[src/rtl/data_cache.sv]
// data_cache: direct-mapped, write-back, write-allocate data cache between
// the MEM-stage D-cache port and a 128-bit main-memory bus. Line data, tags,
// valid and dirty bits are all held in flip-flops.
//
// Ports:
//   clk, rst_n                 clock, asynchronous active-low reset
//   proc_read/proc_write       word request (write wins if both are set)
//   proc_addr[29:0]            word address {tag, index, word}
//   proc_wdata[31:0]           write data
//   proc_stall                 request cannot complete this cycle
//   proc_rdata[31:0]           read data on a read hit
//   mem_read/mem_write         line fill / line write-back request
//   mem_addr[27:0]             line address
//   mem_wdata[127:0]           write-back line (word 0 in [31:0])
//   mem_rdata[127:0]           fill line
//   mem_ready                  one-cycle completion pulse from memory
//   hit_count/miss_count       saturating statistics (only with DCACHE_STATS_EN)
//
// Optional feature macro: DCACHE_STATS_EN
//
// state     | meaning
// IDLE      | serving hits; a miss selects WRITEBACK or ALLOCATE
// WRITEBACK | dirty victim line being written to memory
// ALLOCATE  | requested line being fetched from memory
module data_cache #(
    parameter int NUM_BLOCKS = 8,
    parameter int TAG_W      = 25
) (
    input  logic         clk,
    input  logic         rst_n,
    input  logic         proc_read,
    input  logic         proc_write,
    input  logic [29:0]  proc_addr,
    input  logic [31:0]  proc_wdata,
    output logic         proc_stall,
    output logic [31:0]  proc_rdata,
    output logic         mem_read,
    output logic         mem_write,
    output logic [27:0]  mem_addr,
    output logic [127:0] mem_wdata,
    input  logic [127:0] mem_rdata,
    input  logic         mem_ready
`ifdef DCACHE_STATS_EN
    ,
    output logic [15:0]  hit_count,
    output logic [15:0]  miss_count
`endif
);

    localparam int IDX_W = $clog2(NUM_BLOCKS);

    typedef enum logic [1:0] {
        IDLE      = 2'd0,
        WRITEBACK = 2'd1,
        ALLOCATE  = 2'd2
    } state_t;

    state_t state_q, state_d;

    logic [127:0]          line_q [NUM_BLOCKS];
    logic [TAG_W-1:0]      tag_q  [NUM_BLOCKS];
    logic [NUM_BLOCKS-1:0] valid_q;
    logic [NUM_BLOCKS-1:0] dirty_q;

    logic [IDX_W-1:0] idx;
    logic [TAG_W-1:0] addr_tag;
    logic [1:0]       word_sel;
    logic             req;
    logic             hit;
    logic             wr_hit;
    logic             fill_en;

    assign idx      = proc_addr[IDX_W+1:2];
    assign addr_tag = proc_addr[29:IDX_W+2];
    assign word_sel = proc_addr[1:0];
    assign req      = proc_read | proc_write;
    assign hit      = valid_q[idx] && (tag_q[idx] == addr_tag);
    assign wr_hit   = (state_q == IDLE) && proc_write && hit;
    assign fill_en  = (state_q == ALLOCATE) && mem_ready;

    // State register
    always_ff @(posedge clk or negedge rst_n) begin
        if (!rst_n) begin
            state_q <= IDLE;
        end else begin
            state_q <= state_d;
        end
    end

    // Next-state logic; mem_ready outside WRITEBACK/ALLOCATE is ignored
    always_comb begin
        state_d = state_q;
        case (state_q)
            IDLE: begin
                if (req && !hit) begin
                    state_d = (valid_q[idx] && dirty_q[idx]) ? WRITEBACK : ALLOCATE;
                end
            end
            WRITEBACK: if (mem_ready) state_d = ALLOCATE;
            ALLOCATE:  if (mem_ready) state_d = IDLE;
            default:   state_d = IDLE;
        endcase
    end

    // Outputs; memory strobes depend on the state register only
    always_comb begin
        mem_read   = (state_q == ALLOCATE);
        mem_write  = (state_q == WRITEBACK);
        mem_addr   = '0;
        mem_wdata  = '0;
        proc_stall = 1'b1;
        proc_rdata = '0;
        case (state_q)
            IDLE: begin
                proc_stall = req && !hit;
                if (proc_read && hit) begin
                    proc_rdata = line_q[idx][{word_sel, 5'b0} +: 32];
                end
            end
            WRITEBACK: begin
                mem_addr  = {tag_q[idx], idx};
                mem_wdata = line_q[idx];
            end
            ALLOCATE: begin
                mem_addr = proc_addr[29:2];
            end
            default: ;
        endcase
    end

    // Line storage; a write merges only on an IDLE hit, so a write miss
    // lands after the refill when the held request retries
    always_ff @(posedge clk or negedge rst_n) begin
        if (!rst_n) begin
            for (int i = 0; i < NUM_BLOCKS; i++) begin
                line_q[i] <= '0;
                tag_q[i]  <= '0;
            end
            valid_q <= '0;
            dirty_q <= '0;
        end else if (fill_en) begin
            line_q[idx]  <= mem_rdata;
            tag_q[idx]   <= addr_tag;
            valid_q[idx] <= 1'b1;
            dirty_q[idx] <= 1'b0;
        end else if (wr_hit) begin
            line_q[idx][{word_sel, 5'b0} +: 32] <= proc_wdata;
            dirty_q[idx] <= 1'b1;
        end
    end

`ifdef DCACHE_STATS_EN
    logic [15:0] hit_cnt_q;
    logic [15:0] miss_cnt_q;

    always_ff @(posedge clk or negedge rst_n) begin
        if (!rst_n) begin
            hit_cnt_q  <= '0;
            miss_cnt_q <= '0;
        end else begin
            if ((state_q == IDLE) && req && hit && (hit_cnt_q != 16'hFFFF)) begin
                hit_cnt_q <= hit_cnt_q + 16'd1;
            end
            if ((state_q == IDLE) && (state_d != IDLE) && (miss_cnt_q != 16'hFFFF)) begin
                miss_cnt_q <= miss_cnt_q + 16'd1;
            end
        end
    end

    assign hit_count  = hit_cnt_q;
    assign miss_count = miss_cnt_q;
`endif

endmodule

[config.mk]
export PLATFORM = sky130hd
export DESIGN_NAME = data_cache
export DESIGN_NICKNAME = d
export VERILOG_FILES = /design/src/rtl/data_cache.sv
export SDC_FILE = /design/constraint.sdc
export NUM_CORES = 2
export LEC_CHECK = 0
export BUFFER_PORTS_ARGS = -buffer_cell sky130_fd_sc_hd__buf_4
export CAP_MARGIN = 20
export CORE_UTILIZATION = 25
export CTS_BUF_LIST = sky130_fd_sc_hd__clkbuf_8
export CTS_CLUSTER_DIAMETER = 50
export DETAILED_ROUTE_END_ITERATION = 7
export PLACE_DENSITY = 0.49
export SETUP_SLACK_MARGIN = 0.4
export SLEW_MARGIN = 20
export SYNTH_ARGS = -nofsm -noshare
export SYNTH_HDL_FRONTEND = slang
export SYNTH_SLANG_ARGS = --single-unit
[constraint.sdc]
create_clock -name clk -period 4.3 [get_ports clk]
set_input_delay 0.86 -clock clk [delete_from_list [all_inputs] [get_ports clk]]
set_output_delay 0.86 -clock clk [all_outputs]
set_load 0.1 [all_outputs]
==> out/results.tsv <==
stage	metric	value	unit
synthesis	synthesized area per cell	8.58	µm²
global_route	global route overflow	0	
detailed_routing	DRT iter0 DRCs	11800	
status	violated checks	setup timing	
timing	fmax	0.201	GHz
global_route	first-pass GRT wire length	627000	µm
timing	Final period util	1.16	
synthesis	number of flops mapped to enable cells by yosys	0	
detailed_routing	Vias	82600	
synthesis	Primary FF master, synth	dfrtp_1	
job	Max-cap violations	0	
cells_and_area	fin cells	13500	
power_and_ir_drop	Logic pwr share	0.324	
critical_path	most numerous cell on the critical path	buf_12	
power_and_ir_drop	Net Sw Frac	0.376	
clocking	clk slew on worst S/H paths	0.06	ns
cells_and_area	Area Overhead vs Synth	37.0	%
synthesis	Ys Warns	0	
min_path	Hold Path Stages	3	
critical_path	Critical-path top delay cell	mux4_2	
floorplan	initial core utilization	0.251	
clocking	CTS tree	built	
cells_and_area	post-route cell area	102000	µm²
floorplan	Ports	386	
power_and_ir_drop	Clock Power Share	0.304	
place	RePlAce Congestion	0.920	
critical_path	WP data arrival	4.13	ns
timing	Slew @ Worst Pin	1.20	ns
global_route	vias in the first global route	80000	
critical_path	WP depth	14	
floorplan	height of the die	548	µm
detailed_routing	Residual DRC	0	
place	placed insts	12800	
timing	worst-case clock skew	0.0958	ns
cells_and_area	Layout Nets	9529	
min_path	Hold Crit Class	in -> reg	
timing	hold slack	0.112	ns
cells_and_area	FILL cells	29700	
timing	final hold viol count	0	
floorplan	core area	297000	µm²
critical_path	critical path class	reg -> out	
clocking	H-tree depth	4	
synthesis	largest area contributor in the netlist	dfrtp_1	
place	DP Area	89100	µm²
status	status	complete, but fails checks	
detailed_routing	Post-Route WL	451000	µm
timing	RSZ-0062 raised after global routing	true	
cells_and_area	Layout Utilization	0.344	
timing	worst relative slew slack	0.200	
synthesis	Mapped Nets	8905	
floorplan	Die Area	301000	µm²
place	DP Wirelength	269000	µm
cells_and_area	ratio of cells with drive above 1 in the final layout	0.330	
critical_path	Startpoint Class	register	
power_and_ir_drop	Pwr Density	422	nW/µm²
global_route	Global Route Usage Sum	0.288	
critical_path	crit path buf inv count	6	
critical_path	CP Cell Sequence	mux4_2 > mux2i_4 > xor2_1 > buf_4 > nor3b_2 > nand4b_1 > buf_6 > nor4_4 > nand2_4 > buf_12 > buf_12 > buf_16 > nor2_4 > buf_12	
critical_path	worst-path maximum fanout	7	
detailed_routing	vias per inst	6.11	
clocking	clk sinks	1242	
detailed_routing	wire length per cell	33.4	µm
timing	post-route worst setup slack	-0.686	ns
synthesis	Post-Synthesis Cells	8702	
clocking	CTS Root Cell	clkbuf_8	
critical_path	Critical Path End Type	output pin	
place	port buffer count	385	
global_route	largest net degree at the start of global routing	188	
detailed_routing	1st-pass router iterations	7	
floorplan	row count	200	
synthesis	Netlist cell types	57	
cells_and_area	commonest non-fill, non-tap cells in the layout	nor2_1, dfrtp_1, nand2_1	
power_and_ir_drop	sequential share of power	0.373	
synthesis	synth top area cells	dfrtp_1, o221a_2, nor2_1, o22ai_1, nand2_1	
cells_and_area	most common cell after layout, fill and taps aside	nor2_1	
critical_path	delay-heaviest family, CP	buffers and inverters	
synthesis	fraction of registers with async set/reset	1.00	
timing	min cycle time layout	4.99	ns
detailed_routing	remaining antenna violation count	0	
timing	setup TNS	-21.00	ns
power_and_ir_drop	LEAKAGE	0.0418	µW
synthesis	FF+latch count, synth	1242	
critical_path	worst path required time	3.44	ns
synthesis	Seq/Total Area, Yosys	0.416	
timing	final slew viol count	0	
clocking	CTS buffer count	245	
critical_path	r2r worst-path depth	12	
synthesis	Synth top area share	0.416	
clocking	Max Buffers Root-to-Sink	4	
power_and_ir_drop	Int Power	27000	µW
timing	final setup violation count	35	
floorplan	Die Wd	548	µm
global_route	initial antenna violation count	86	
synthesis	post-synthesis cell area	74700	µm²
power_and_ir_drop	Net Sw Power	16200	µW
critical_path	crit-path max cell delay	0.52	ns
clocking	clk_lat worst skew	1.04	ns
power_and_ir_drop	worst vdd ir	268	µV
[flip-flops by register name, indices dropped and copies added, names as in the netlist, named ones only]
name,flops
state_q,2
line_q,1024
valid_q,8
tag_q,200
[metrics by stage]
step	setup WS, ns	power [µW]
final	-0.686	43200
after global routing	-0.859	44800
after CTS	-0.709	42600
after detailed placement	-0.635	28800
after global placement	-0.593	28600
after floorplan	-0.318	22600
[synth_stat cells (all sizes together) (3+ instances only)]
cell and instances:
ha 8, nand2b 8, o22ai 702, o2bb2ai 16, nor3 18, mux2 77, or2 9, nor2 1412
a32oi 3, or3 6, and3 141, a31oi 6, nand3 197, o21ai 443, o221a 768, mux2i 27
nand4 8, mux4 43, a21oi 107, dfrtp 1242, nor2b 158, a22o 144, clkbuf 736, a2bb2oi 193
o221ai 32, buf 273, xor2 4, nor4 9, a22oi 398, a221oi 128, and2 9, o21a 7
nand2 1136, inv 204, xnor2 4, nor4b 3, a21boi 5
[metal layers]
| metal | global-route usage | vias to the layer above | part of all wire |
|---|---|---|---|
| li1 | - | 33600 | - |
| met1 | 0.355 | 41300 | 0.38 |
| met2 | 0.416 | 5983 | 0.42 |
| met3 | 0.0921 | 1635 | 0.12 |
| met4 | 0.219 | 52 | 0.085 |
| met5 | 0 | - | 0.00071 |
[final timing paths]
| path | from | to | slack, ns |
|---|---|---|---|
| max | tag_q[53] | proc_rdata[5] | -0.69 |
| min | proc_addr[8] | tag_q[28] | 0.11 |
| max reg2reg | tag_q[165] | line_q[347] | 0.50 |
| min reg2reg | valid_q[0] | valid_q[0] | 0.47 |
| max in group asynchronous | rst_n | line_q[963] | 2.52 |
| min in group asynchronous | rst_n | line_q[560] | 0.50 |
[worst register-to-register path, stage by stage, from the launching register on]
cell and delay [ns]:
dfrtp_1 0.39, mux2_2 0.28, o22ai_1 0.20, nor3_1 0.11, buf_4 0.14, nor4_1 0.57
buf_4 0.22, nand4_1 0.13, or4_4 0.71, nand2_8 0.24, buf_4 0.27, buf_12 0.22
o221a_2 0.22
[power groups by stage]
stage	registers [µW]	logic, µW	clock network [µW]
finish	16100	14000	13100
global placement	16100	12500	0
global route	16400	14700	13700
CTS	16000	13400	13200
detailed placement	16100	12700	0
floorplan	15500	7090	0
[layout make-up]
cell class / instances / area [µm²] / share of cell area
multi-input combinational: 6247 / 42200 / 0.413
sequential: 1242 / 31100 / 0.304
timing repair buffer: 1386 / 18000 / 0.176
tap: 3939 / 4930 / 0.0482
clock buffer: 306 / 4210 / 0.0412
clock inverter: 127 / 906 / 0.00886
inverter: 204 / 766 / 0.00749
antenna: 58 / 145 / 0.00142
[logic make-up after synthesis]
family,synth area share
simple gates,0.174
compound gates,0.314
flops,0.416
buf+inv,0.0646
mux,0.0283
xor+xnor,0.000938
fa+ha+maj,0.00134
[timing repair]
action                     CTS  global route
gates resized for setup    891           291
hold buffers                 1             0
buffers inserted           159            43
setup endpoints to repair  174           185
pin swaps                  131            99
gates cloned                33             3
hold endpoints to repair    87             0
No activity file was read; power rests on OpenSTA's default activity.
